$ cat src/rtl/regfile_write_arbiter_if.sv
// Bundle between the datapath and the register-file write arbiter:
// WB and MD write requests in, register-file write port and hazard info out.
interface regfile_write_arbiter_if #(
    parameter int REG_SELECT_WIDTH = 5,
    parameter int DATA_WIDTH       = 32
);
    // WB has no ready: a WbValid is either granted this cycle or dropped (select 0),
    // unless WbStall is high, in which case upstream holds it. An MD result transfers
    // on a posedge where MdValid && MdReady; MdValid/MdSelect/MdData stay stable until then.
    logic                              WbValid;
    logic [REG_SELECT_WIDTH-1:0]       WbSelect;
    logic [DATA_WIDTH-1:0]             WbData;
    logic                              WbStall;
    logic                              MdValid;
    logic                              MdReady;
    logic [REG_SELECT_WIDTH-1:0]       MdSelect;
    logic [DATA_WIDTH-1:0]             MdData;
    logic                              WriteEnable;
    logic [REG_SELECT_WIDTH-1:0]       WriteSelect;
    logic [DATA_WIDTH-1:0]             WriteData;
    logic [(1<<REG_SELECT_WIDTH)-1:0]  PendingMask;

    modport master (
        output WbValid, WbSelect, WbData, MdValid, MdSelect, MdData,
        input  WbStall, MdReady, WriteEnable, WriteSelect, WriteData, PendingMask
    );

    modport slave (
        input  WbValid, WbSelect, WbData, MdValid, MdSelect, MdData,
        output WbStall, MdReady, WriteEnable, WriteSelect, WriteData, PendingMask
    );
endinterface

$ cat src/rtl/regfile_write_arbiter.sv
// Shares the register-file write port between WB (priority) and a small MD result FIFO.
// Define REGFILE_ARB_STARVE_EN to enable the starvation guard that forces a one-cycle WB stall.
module regfile_write_arbiter #(
    parameter int REG_SELECT_WIDTH = 5,
    parameter int DATA_WIDTH       = 32,
    parameter int FIFO_DEPTH_LOG2  = 1,
    parameter int STARVE_LIMIT     = 4
) (
    input logic                    Clk,
    input logic                    Reset,
    regfile_write_arbiter_if.slave bus
);
    localparam int DEPTH    = 1 << FIFO_DEPTH_LOG2;
    localparam int NUM_REGS = 1 << REG_SELECT_WIDTH;
    localparam logic [FIFO_DEPTH_LOG2:0]   COUNT_ONE = 1;
    localparam logic [FIFO_DEPTH_LOG2-1:0] PTR_ONE   = 1;

    logic [REG_SELECT_WIDTH-1:0] fifo_sel  [DEPTH];
    logic [DATA_WIDTH-1:0]       fifo_data [DEPTH];
    logic [DEPTH-1:0]            fifo_live;
    logic [DEPTH-1:0]            live_next;
    logic [FIFO_DEPTH_LOG2-1:0]  wr_ptr;
    logic [FIFO_DEPTH_LOG2-1:0]  rd_ptr;
    logic [FIFO_DEPTH_LOG2:0]    count;
    logic [FIFO_DEPTH_LOG2:0]    count_next;
    logic [NUM_REGS-1:0]         pending_mask;
    logic [NUM_REGS-1:0]         mask_next;

    logic                        write_enable;
    logic [REG_SELECT_WIDTH-1:0] write_select;
    logic [DATA_WIDTH-1:0]       write_data;

    logic full;
    logic empty;
    logic head_live;
    logic md_ready;
    logic push;
    logic wb_grant;
    logic pop;
    logic md_grant;
    logic stall;

    // Count only reaches DEPTH when full, so its top bit is the full flag.
    always_comb begin
        full      = count[FIFO_DEPTH_LOG2];
        empty     = (count == '0);
        head_live = !empty && fifo_live[rd_ptr];
        md_ready  = !full;
        push      = bus.MdValid && md_ready && (bus.MdSelect != '0);
        wb_grant  = bus.WbValid && !stall && (bus.WbSelect != '0);
        pop       = !wb_grant && !empty;
        md_grant  = pop && head_live;
    end

    // Kill before push: an entry pushed alongside a WB write to the same register is younger.
    always_comb begin
        live_next = fifo_live;
        if (pop) begin
            live_next[rd_ptr] = 1'b0;
        end
        if (wb_grant) begin
            for (int i = 0; i < DEPTH; i++) begin
                if (fifo_sel[i] == bus.WbSelect) begin
                    live_next[i] = 1'b0;
                end
            end
        end
        if (push) begin
            live_next[wr_ptr] = 1'b1;
        end
    end

    always_comb begin
        mask_next = '0;
        for (int i = 0; i < DEPTH; i++) begin
            if (live_next[i]) begin
                if (push && (FIFO_DEPTH_LOG2'(i) == wr_ptr)) begin
                    mask_next[bus.MdSelect] = 1'b1;
                end else begin
                    mask_next[fifo_sel[i]] = 1'b1;
                end
            end
        end
    end

    always_comb begin
        count_next = count;
        case ({push, pop})
            2'b10:   count_next = count + COUNT_ONE;
            2'b01:   count_next = count - COUNT_ONE;
            default: count_next = count;
        endcase
    end

    always_ff @(posedge Clk) begin
        if (push) begin
            fifo_sel[wr_ptr]  <= bus.MdSelect;
            fifo_data[wr_ptr] <= bus.MdData;
        end
    end

    always_ff @(posedge Clk) begin
        if (!Reset) begin
            wr_ptr       <= '0;
            rd_ptr       <= '0;
            count        <= '0;
            fifo_live    <= '0;
            pending_mask <= '0;
            write_enable <= 1'b0;
            write_select <= '0;
            write_data   <= '0;
        end else begin
            count        <= count_next;
            fifo_live    <= live_next;
            pending_mask <= mask_next;
            if (push) begin
                wr_ptr <= wr_ptr + PTR_ONE;
            end
            if (pop) begin
                rd_ptr <= rd_ptr + PTR_ONE;
            end
            write_enable <= wb_grant || md_grant;
            if (wb_grant) begin
                write_select <= bus.WbSelect;
                write_data   <= bus.WbData;
            end else if (md_grant) begin
                write_select <= fifo_sel[rd_ptr];
                write_data   <= fifo_data[rd_ptr];
            end
        end
    end

`ifdef REGFILE_ARB_STARVE_EN
    localparam int STARVE_WIDTH = $clog2(STARVE_LIMIT + 1);

    logic [STARVE_WIDTH-1:0] starve_cnt;
    logic [STARVE_WIDTH-1:0] starve_next;

    // A stall cycle always pops the live head, so the counter never passes the limit.
    always_comb begin
        starve_next = starve_cnt;
        if (pop || empty) begin
            starve_next = '0;
        end else if (head_live) begin
            starve_next = starve_cnt + STARVE_WIDTH'(1);
        end
    end

    always_ff @(posedge Clk) begin
        if (!Reset) begin
            starve_cnt <= '0;
            stall      <= 1'b0;
        end else begin
            starve_cnt <= starve_next;
            stall      <= (starve_next == STARVE_WIDTH'(STARVE_LIMIT));
        end
    end
`else
    assign stall = 1'b0;
`endif

    assign bus.MdReady     = md_ready;
    assign bus.WbStall     = stall;
    assign bus.WriteEnable = write_enable;
    assign bus.WriteSelect = write_select;
    assign bus.WriteData   = write_data;
    assign bus.PendingMask = pending_mask;

endmodule

$ cat src/flat_wrapper.sv
// flat-port wrapper written by rule: the top's interface ports become plain ports
module regfile_write_arbiter_flat 
#(
    parameter int REG_SELECT_WIDTH = 5,
    parameter int DATA_WIDTH       = 32,
    parameter int FIFO_DEPTH_LOG2  = 1,
    parameter int STARVE_LIMIT     = 4
)
  (Clk, Reset, bus_WbValid, bus_WbSelect, bus_WbData, bus_MdValid, bus_MdSelect, bus_MdData, bus_WbStall, bus_MdReady, bus_WriteEnable, bus_WriteSelect, bus_WriteData, bus_PendingMask);
  regfile_write_arbiter_if #(.REG_SELECT_WIDTH(REG_SELECT_WIDTH), .DATA_WIDTH(DATA_WIDTH)) bus_i ();
  input logic Clk;
  input logic Reset;
  input wire logic [$bits(bus_i.WbValid)-1:0] bus_WbValid;
  input wire logic [$bits(bus_i.WbSelect)-1:0] bus_WbSelect;
  input wire logic [$bits(bus_i.WbData)-1:0] bus_WbData;
  input wire logic [$bits(bus_i.MdValid)-1:0] bus_MdValid;
  input wire logic [$bits(bus_i.MdSelect)-1:0] bus_MdSelect;
  input wire logic [$bits(bus_i.MdData)-1:0] bus_MdData;
  output wire logic [$bits(bus_i.WbStall)-1:0] bus_WbStall;
  output wire logic [$bits(bus_i.MdReady)-1:0] bus_MdReady;
  output wire logic [$bits(bus_i.WriteEnable)-1:0] bus_WriteEnable;
  output wire logic [$bits(bus_i.WriteSelect)-1:0] bus_WriteSelect;
  output wire logic [$bits(bus_i.WriteData)-1:0] bus_WriteData;
  output wire logic [$bits(bus_i.PendingMask)-1:0] bus_PendingMask;
  assign bus_i.WbValid = bus_WbValid;
  assign bus_i.WbSelect = bus_WbSelect;
  assign bus_i.WbData = bus_WbData;
  assign bus_i.MdValid = bus_MdValid;
  assign bus_i.MdSelect = bus_MdSelect;
  assign bus_i.MdData = bus_MdData;
  assign bus_WbStall = bus_i.WbStall;
  assign bus_MdReady = bus_i.MdReady;
  assign bus_WriteEnable = bus_i.WriteEnable;
  assign bus_WriteSelect = bus_i.WriteSelect;
  assign bus_WriteData = bus_i.WriteData;
  assign bus_PendingMask = bus_i.PendingMask;
  regfile_write_arbiter #(.REG_SELECT_WIDTH(REG_SELECT_WIDTH), .DATA_WIDTH(DATA_WIDTH), .FIFO_DEPTH_LOG2(FIFO_DEPTH_LOG2), .STARVE_LIMIT(STARVE_LIMIT)) u_core (.Clk(Clk), .Reset(Reset), .bus(bus_i));
endmodule
$ cat config.mk
export PLATFORM = sky130hd
export DESIGN_NAME = regfile_write_arbiter_flat
export DESIGN_NICKNAME = d
export VERILOG_FILES = /design/src/rtl/regfile_write_arbiter_if.sv /design/src/rtl/regfile_write_arbiter.sv /design/src/flat_wrapper.sv
export SDC_FILE = /design/constraint.sdc
export NUM_CORES = 1
export LEC_CHECK = 0
export CORE_MARGIN = 1.5
export CORE_UTILIZATION = 55
export DETAILED_ROUTE_END_ITERATION = 16
export GPL_TIMING_DRIVEN = 0
export PLACE_DENSITY = 0.85
export SYNTH_ARGS = -nofsm -noshare
export SYNTH_HDL_FRONTEND = slang
export SYNTH_SLANG_ARGS = --single-unit
$ cat constraint.sdc
create_clock -name Clk -period 4 [get_ports Clk]
set_input_delay 0.6 -clock Clk [delete_from_list [all_inputs] [get_ports Clk]]
set_output_delay 0.6 -clock Clk [all_outputs]
set_load 0.02 [all_outputs]
==> flow_metrics.tcl, run 1 <==
set metrics [dict create \
    status "completed" \
    syn_inst 680 \
    cap_violations 0 \
    yosysSeqAreaShare 0.5335 \
    final_max_slew_viol_count 0 \
    initial_utilization 0.5613 \
    clock.fmax_mhz 313.6 \
    cts_made_buffers 17 \
    yosys_register_bits 151 \
    cp.arrival_ns 3.53 \
    synth_top_area_frac 0.3150 \
    min_from "u_core.bus.WriteData[8]" \
    period_minus_slack_ns 3.189 \
    power_per_cell_area_nw_per_um2 518.3 \
    ctsResizeCount 0 \
    place_hpwl_mm 14.98 \
    worstHoldPathType "flop to flop" \
    syn2layout_area_growth_pct 32.07 \
    peakVddDrop_v 0.0003551 \
    via_count 6249 \
    syn_area_um2 7054 \
    finalClockSkew_ns 0.009415 \
    cts_max_level 4 \
    leakagePower_nw 3.072 \
    post-route-drc-count 0 \
    tightest_slew_ns 1.149 \
    ys.flop_type "dfxtp_1" \
    syn_nets 759 \
    min_to "u_core.bus.WriteData[8]" \
    avgSynthCellArea_um2 10.37 \
    num-nets-final 925 \
    dieArea_um2 13510 \
    cts_tree "done" \
    clock_path_buffers 2 \
    overflow 0 \
    post-place-ws_ns 0.4369 \
    postCtsHoldBufs 0 \
    place_area_um2 8752 \
    clk_latency_ns 0.42 \
    drt_iter0_drc 625 \
    postCtsSetupRepairBufs 0 \
    crit_fanout 46 \
    io_pins 150 \
    die_x_um 116.3 \
    clkTransAtPathRegs_ns 0.06 \
    port-buffer-count 146 \
    grt_max_degree 47 \
    grt_util_all_layers 0.3204 \
    crit_type "primary input to flop" \
    grt_setup_unrepaired "false" \
    design_area_um2 9316 \
    r2r_start "u_core.count[1]" \
    synth_cell_type_count 53 \
    setup_slack_ns 0.8115 \
    first_pass_iters 8 \
    diodes 0 \
    synth.area.top_cells "edfxtp_1 32%, dfxtp_1 22%, mux2i_1 5.4%" \
    drive_gt1_frac 0.1013 \
    yosys.area.top_type "edfxtp_1" \
    r2r-end "u_core.bus.PendingMask[21]" \
    antenna_left 0 \
    async_flop_share 0 \
    synth-edff-count 74 \
    setup_violations 0 \
    grt_pass1_vias 6161 \
    ys_warn_count 0 \
    cp-end-kind "flop" \
    cp_data_required_time_ns 4.34 \
    whs_path_depth 2 \
    r2r_slack_ns 1.14 \
    root_buffer "clkbuf_16" \
    viasPerCell 6.061 \
    finalHoldViolCount 0 \
    finalWirelength_mm 21.13 \
    coreArea_um2 12570 \
    slew_headroom 0.2337 \
    post_drt_wl_per_cell_um 20.49 \
    reg2reg_depth 8 \
    die_h_um 116.3 \
    cts_sinks 151 \
    critPathLaunchType "primary input" \
    antenna_found_initial 0 \
    grt_pass1_wl_mm 32.36 \
    gp_congestion 0.9273 \
    min_period_over_period 0.7971 \
    rows 41 \
]
-- stage by stage --
step	instances	hold WS [ns]	utilization	power (W)	setup TNS [ns]
3_5_place_dp	999	0.4408	0.6964	0.003295	0
6_report	1031	0.4470	0.7413	0.004829	0
3_3_place_gp	998	0.4367	0.6947	0.003248	-22.04
2_1_floorplan	680	0.4534	-	0.002792	0
4_1_cts	1031	0.4488	0.7413	0.004831	0
5_1_grt	1031	0.4731	0.7413	0.005021	0
-- critical path, cell delays in order --
cell             delay [ns]
clkdlybuf4s50_1        0.67
nor2_1                 0.24
a21o_1                 0.25
inv_2                  0.06
buf_2                  0.21
buf_4                  0.21
buf_2                  0.88
a21oi_1                0.19
o22ai_2                0.17
-- cells by family after synthesis --
group / share of synthesized area
flops: 0.5335
xor+xnor: 0.01614
buf+inv: 0.04541
mux: 0.05392
fa+ha+maj: 0.001773
other cells: 0.0005316
compound gates: 0.1917
simple gates: 0.1570
-- routing by layer --
| layer | global-route usage | routed length (um) | up-vias |
|---|---|---|---|
| li1 | - | - | 2842 |
| met1 | 0.3999 | 8397 | 2999 |
| met2 | 0.5306 | 10280 | 358 |
| met3 | 0.08718 | 1916 | 50 |
| met4 | 0.1260 | 537 | 0 |
| met5 | 0.01852 | 0 | - |
-- worst max-delay path by stage --
stage | slack, ns | endpoint | startpoint | cells after the start
finish | 0.81 | u_core.bus.PendingMask[21] | bus_MdSelect[1] | 9
detailed placement | 0.44 | u_core.bus.PendingMask[21] | bus_MdSelect[1] | 9
global placement | -0.57 | u_core.bus.PendingMask[28] | bus_MdSelect[1] | 7
global route | 0.60 | u_core.bus.PendingMask[14] | bus_MdSelect[1] | 9
floorplan | 1.13 | u_core.fifo_data[1][0] | bus_MdSelect[4] | 4
CTS | 0.87 | u_core.bus.PendingMask[21] | bus_MdSelect[1] | 9
-- cell usage in the layout (no fill, tap or decap), types with 17 or more instances in the layout --
cell / synthesis / routed
o211ai_1: 38 / 38
mux2i_1: 38 / 38
a21boi_0: 30 / 30
nor2_1: 37 / 37
nand2_1: 83 / 83
clkbuf_16: 0 / 17
nor3_1: 50 / 50
edfxtp_1: 74 / 74
clkdlybuf4s50_1: 0 / 146
dfxtp_1: 77 / 77
buf_2: 22 / 22
clkbuf_1: 29 / 30
a21oi_1: 47 / 47
-- registers in the layout (all words and copies together), names as in the netlist, named ones only --
name,flops
u_core.bus.PendingMask,32
u_core.bus.WriteData,32
u_core.bus.WriteEnable,1
u_core.bus.WriteSelect,5
u_core.count,2
u_core.fifo_data,64
u_core.fifo_live,2
u_core.fifo_sel,10
u_core.rd_ptr,1
u_core.wr_ptr,1
-- Yosys cell counts, types with 10 or more instances --
| cell type | instances |
|---|---|
| a21oi_1 | 47 |
| clkbuf_1 | 29 |
| o22ai_1 | 10 |
| edfxtp_1 | 74 |
| o22ai_2 | 12 |
| nor2_1 | 37 |
| dfxtp_1 | 77 |
| nand3b_1 | 10 |
| a21boi_0 | 30 |
| nand2_1 | 83 |
| o211ai_1 | 38 |
| mux2i_1 | 38 |
| buf_2 | 22 |
| nor3_1 | 50 |
| a21boi_1 | 12 |
-- cell type report --
| class | instances | area (um2) |
|---|---|---|
| sequential | 151 | 3764 |
| fill | 856 | 3252 |
| multi-input combinational | 462 | 2970 |
| timing repair buffer | 147 | 1481 |
| clock buffer | 19 | 432.9 |
| buffer | 63 | 306.5 |
| tap | 172 | 215.2 |
| clock inverter | 13 | 131.4 |
| inverter | 4 | 15.01 |
-- where the power goes --
part / switching [W] / internal [W]
logic: 0.000822 / 0.000533
clock network: 0.000621 / 0.000915
registers: 0.0000903 / 0.00185
Note: power is estimated with default switching activity, not from simulation.
==> inputs of run 2 (changes only) <==
Settings changed: CORE_UTILIZATION 55 to 46, PLACE_DENSITY 0.85 to 0.76.
Clock period 4 ns to 2.7 ns, I/O delays scaled along.
==> flow_metrics.tcl, run 2 (synthesis gave the netlist of run 1 again) <==
set metrics [dict create \
    crit_type "primary input to flop" \
    cts_sinks 151 \
    num-nets-final 925 \
    die_x_um 126.8 \
    post-route-drc-count 0 \
    finalClockSkew_ns 0.005510 \
    seqPwrFrac 0.387 \
    clock.fmax_mhz 390.3 \
    drive_gt1_frac 0.1048 \
    critPathLaunchType "primary input" \
    peakVddDrop_v 0.0005207 \
    worstHoldPathType "flop to flop" \
    min_period_over_period 0.9489 \
    clkTransAtPathRegs_ns 0.06 \
    cts_made_buffers 17 \
    port-buffer-count 146 \
    crit_fanout 46 \
    diodes 0 \
    p_int_w 0.005175 \
    drt_iter0_drc 446 \
    min_from "u_core.bus.WriteData[22]" \
    cts_max_level 4 \
    viasPerCell 5.828 \
    rows 45 \
    period_minus_slack_ns 2.562 \
    cp_data_required_time_ns 3.04 \
    die_h_um 126.8 \
    io_pins 150 \
    place_hpwl_mm 13.48 \
    largest_register_ffs 64 \
    syn2layout_area_growth_pct 33.61 \
    tightest_slew_ns 0.8163 \
    r2r-end "u_core.bus.PendingMask[10]" \
    comb_power_share 0.267 \
    cap_violations 0 \
    dieArea_um2 16090 \
    min_to "u_core.bus.WriteData[22]" \
    most-common-layout-cells "146 x clkdlybuf4s50_1, 83 x nand2_1, 77 x dfxtp_1" \
    grt_pass1_vias 5848 \
    reg2reg_depth 8 \
    status "completed" \
    final_core_util 0.6246 \
    coreArea_um2 15090 \
    final_max_slew_viol_count 0 \
    gp_congestion 0.9646 \
    regMostFlops "u_core.fifo_data" \
    sw_frac_of_total 0.2989 \
    final_common_cell "clkdlybuf4s50_1" \
    grt_setup_unrepaired "false" \
    fillCellCount 1245 \
    slew_headroom 0.4558 \
    via_count 6102 \
    clock_path_buffers 2 \
    holdWs_ns 0.4475 \
    cts_tree "done" \
    overflow 0 \
    clk_latency_ns 0.42 \
    initial_utilization 0.4675 \
    power_per_cell_area_nw_per_um2 783.1 \
    post_drt_wl_per_cell_um 18.47 \
    setup_violations 0 \
    cp-end-kind "flop" \
    antenna_found_initial 0 \
    grt_pass1_wl_mm 30.38 \
    finalHoldViolCount 0 \
    cp.arrival_ns 2.91 \
    whs_path_depth 2 \
    multi_input_area_um2 2970 \
    leakagePower_nw 3.109 \
    r2r_slack_ns 0.26 \
    postCtsSetupRepairBufs 0 \
    regArea_um2 3764 \
    antenna_left 0 \
    r2r_start "u_core.count[1]" \
    grt_max_degree 47 \
    p_clk_frac 0.347 \
    p_sw_w 0.002206 \
    grt_util_all_layers 0.2457 \
    postCtsHoldBufs 0 \
    finalWirelength_mm 19.34 \
    root_buffer "clkbuf_16" \
    first_pass_iters 5 \
]
## run 2: final cells by class
cell class,count,area share
buffer,63,0.03305
clock buffer,21,0.05111
clock inverter,11,0.01766
inverter,4,0.001593
multi-input combinational,462,0.3151
sequential,151,0.3993
tap,188,0.02496
timing repair buffer,147,0.1572
## run 2: routing by layer
layer	wire length [um]	vias to the layer above	track usage
li1	-	2849	-
met1	8174	2856	0.3117
met2	8833	321	0.3951
met3	1416	76	0.04977
met4	912	0	0.1350
met5	0	-	0
## run 2: how the worst max path moves through the flow
stage | startpoint | end | cells past startpoint
detailed placement | bus_MdValid | u_core.bus.PendingMask[19] | 9
global placement | bus_MdSelect[4] | u_core.bus.PendingMask[11] | 7
floorplan | bus_MdSelect[4] | u_core.fifo_data[1][0] | 4
global route | bus_MdValid | u_core.bus.PendingMask[10] | 9
finish | bus_MdValid | u_core.bus.PendingMask[10] | 9
CTS | bus_MdSelect[1] | u_core.fifo_data[1][12] | 6
## run 2: metrics by stage
step                      setup slack, ns  instance area, um2  TNS, ns  instances  power (W)
after floorplan                   0.02974                7054        0        680   0.004136
after global placement             -1.681                8751  -100.68       1014   0.004808
after detailed placement          -0.6535                8772   -40.13       1015   0.004845
after CTS                          0.1039                9423        0       1047   0.007398
after global routing              0.01074                9425        0       1047   0.007686
final                              0.1378                9425        0       1047   0.007381
## run 2: power groups by stage
stage          clock [W]  sequential, W  combinational [W]
5_1_grt          0.00268        0.00289            0.00212
4_1_cts          0.00259        0.00286            0.00195
3_3_place_gp           0        0.00290            0.00191
6_report         0.00256        0.00286            0.00197
2_1_floorplan          0        0.00301            0.00113
3_5_place_dp           0        0.00291            0.00194
## run 2: worst max-delay path, cell delays in order
cell             delay, ns
clkdlybuf4s50_1       0.54
or3b_1                0.40
a21o_1                0.21
inv_2                 0.06
buf_2                 0.20
buf_4                 0.20
buf_4                 0.54
a21oi_1               0.18
o22ai_2               0.17
## run 2: timing repair
item	in CTS	in global routing
setup endpoints to repair	46	24
gates resized for setup	1	2
pin swaps	0	0
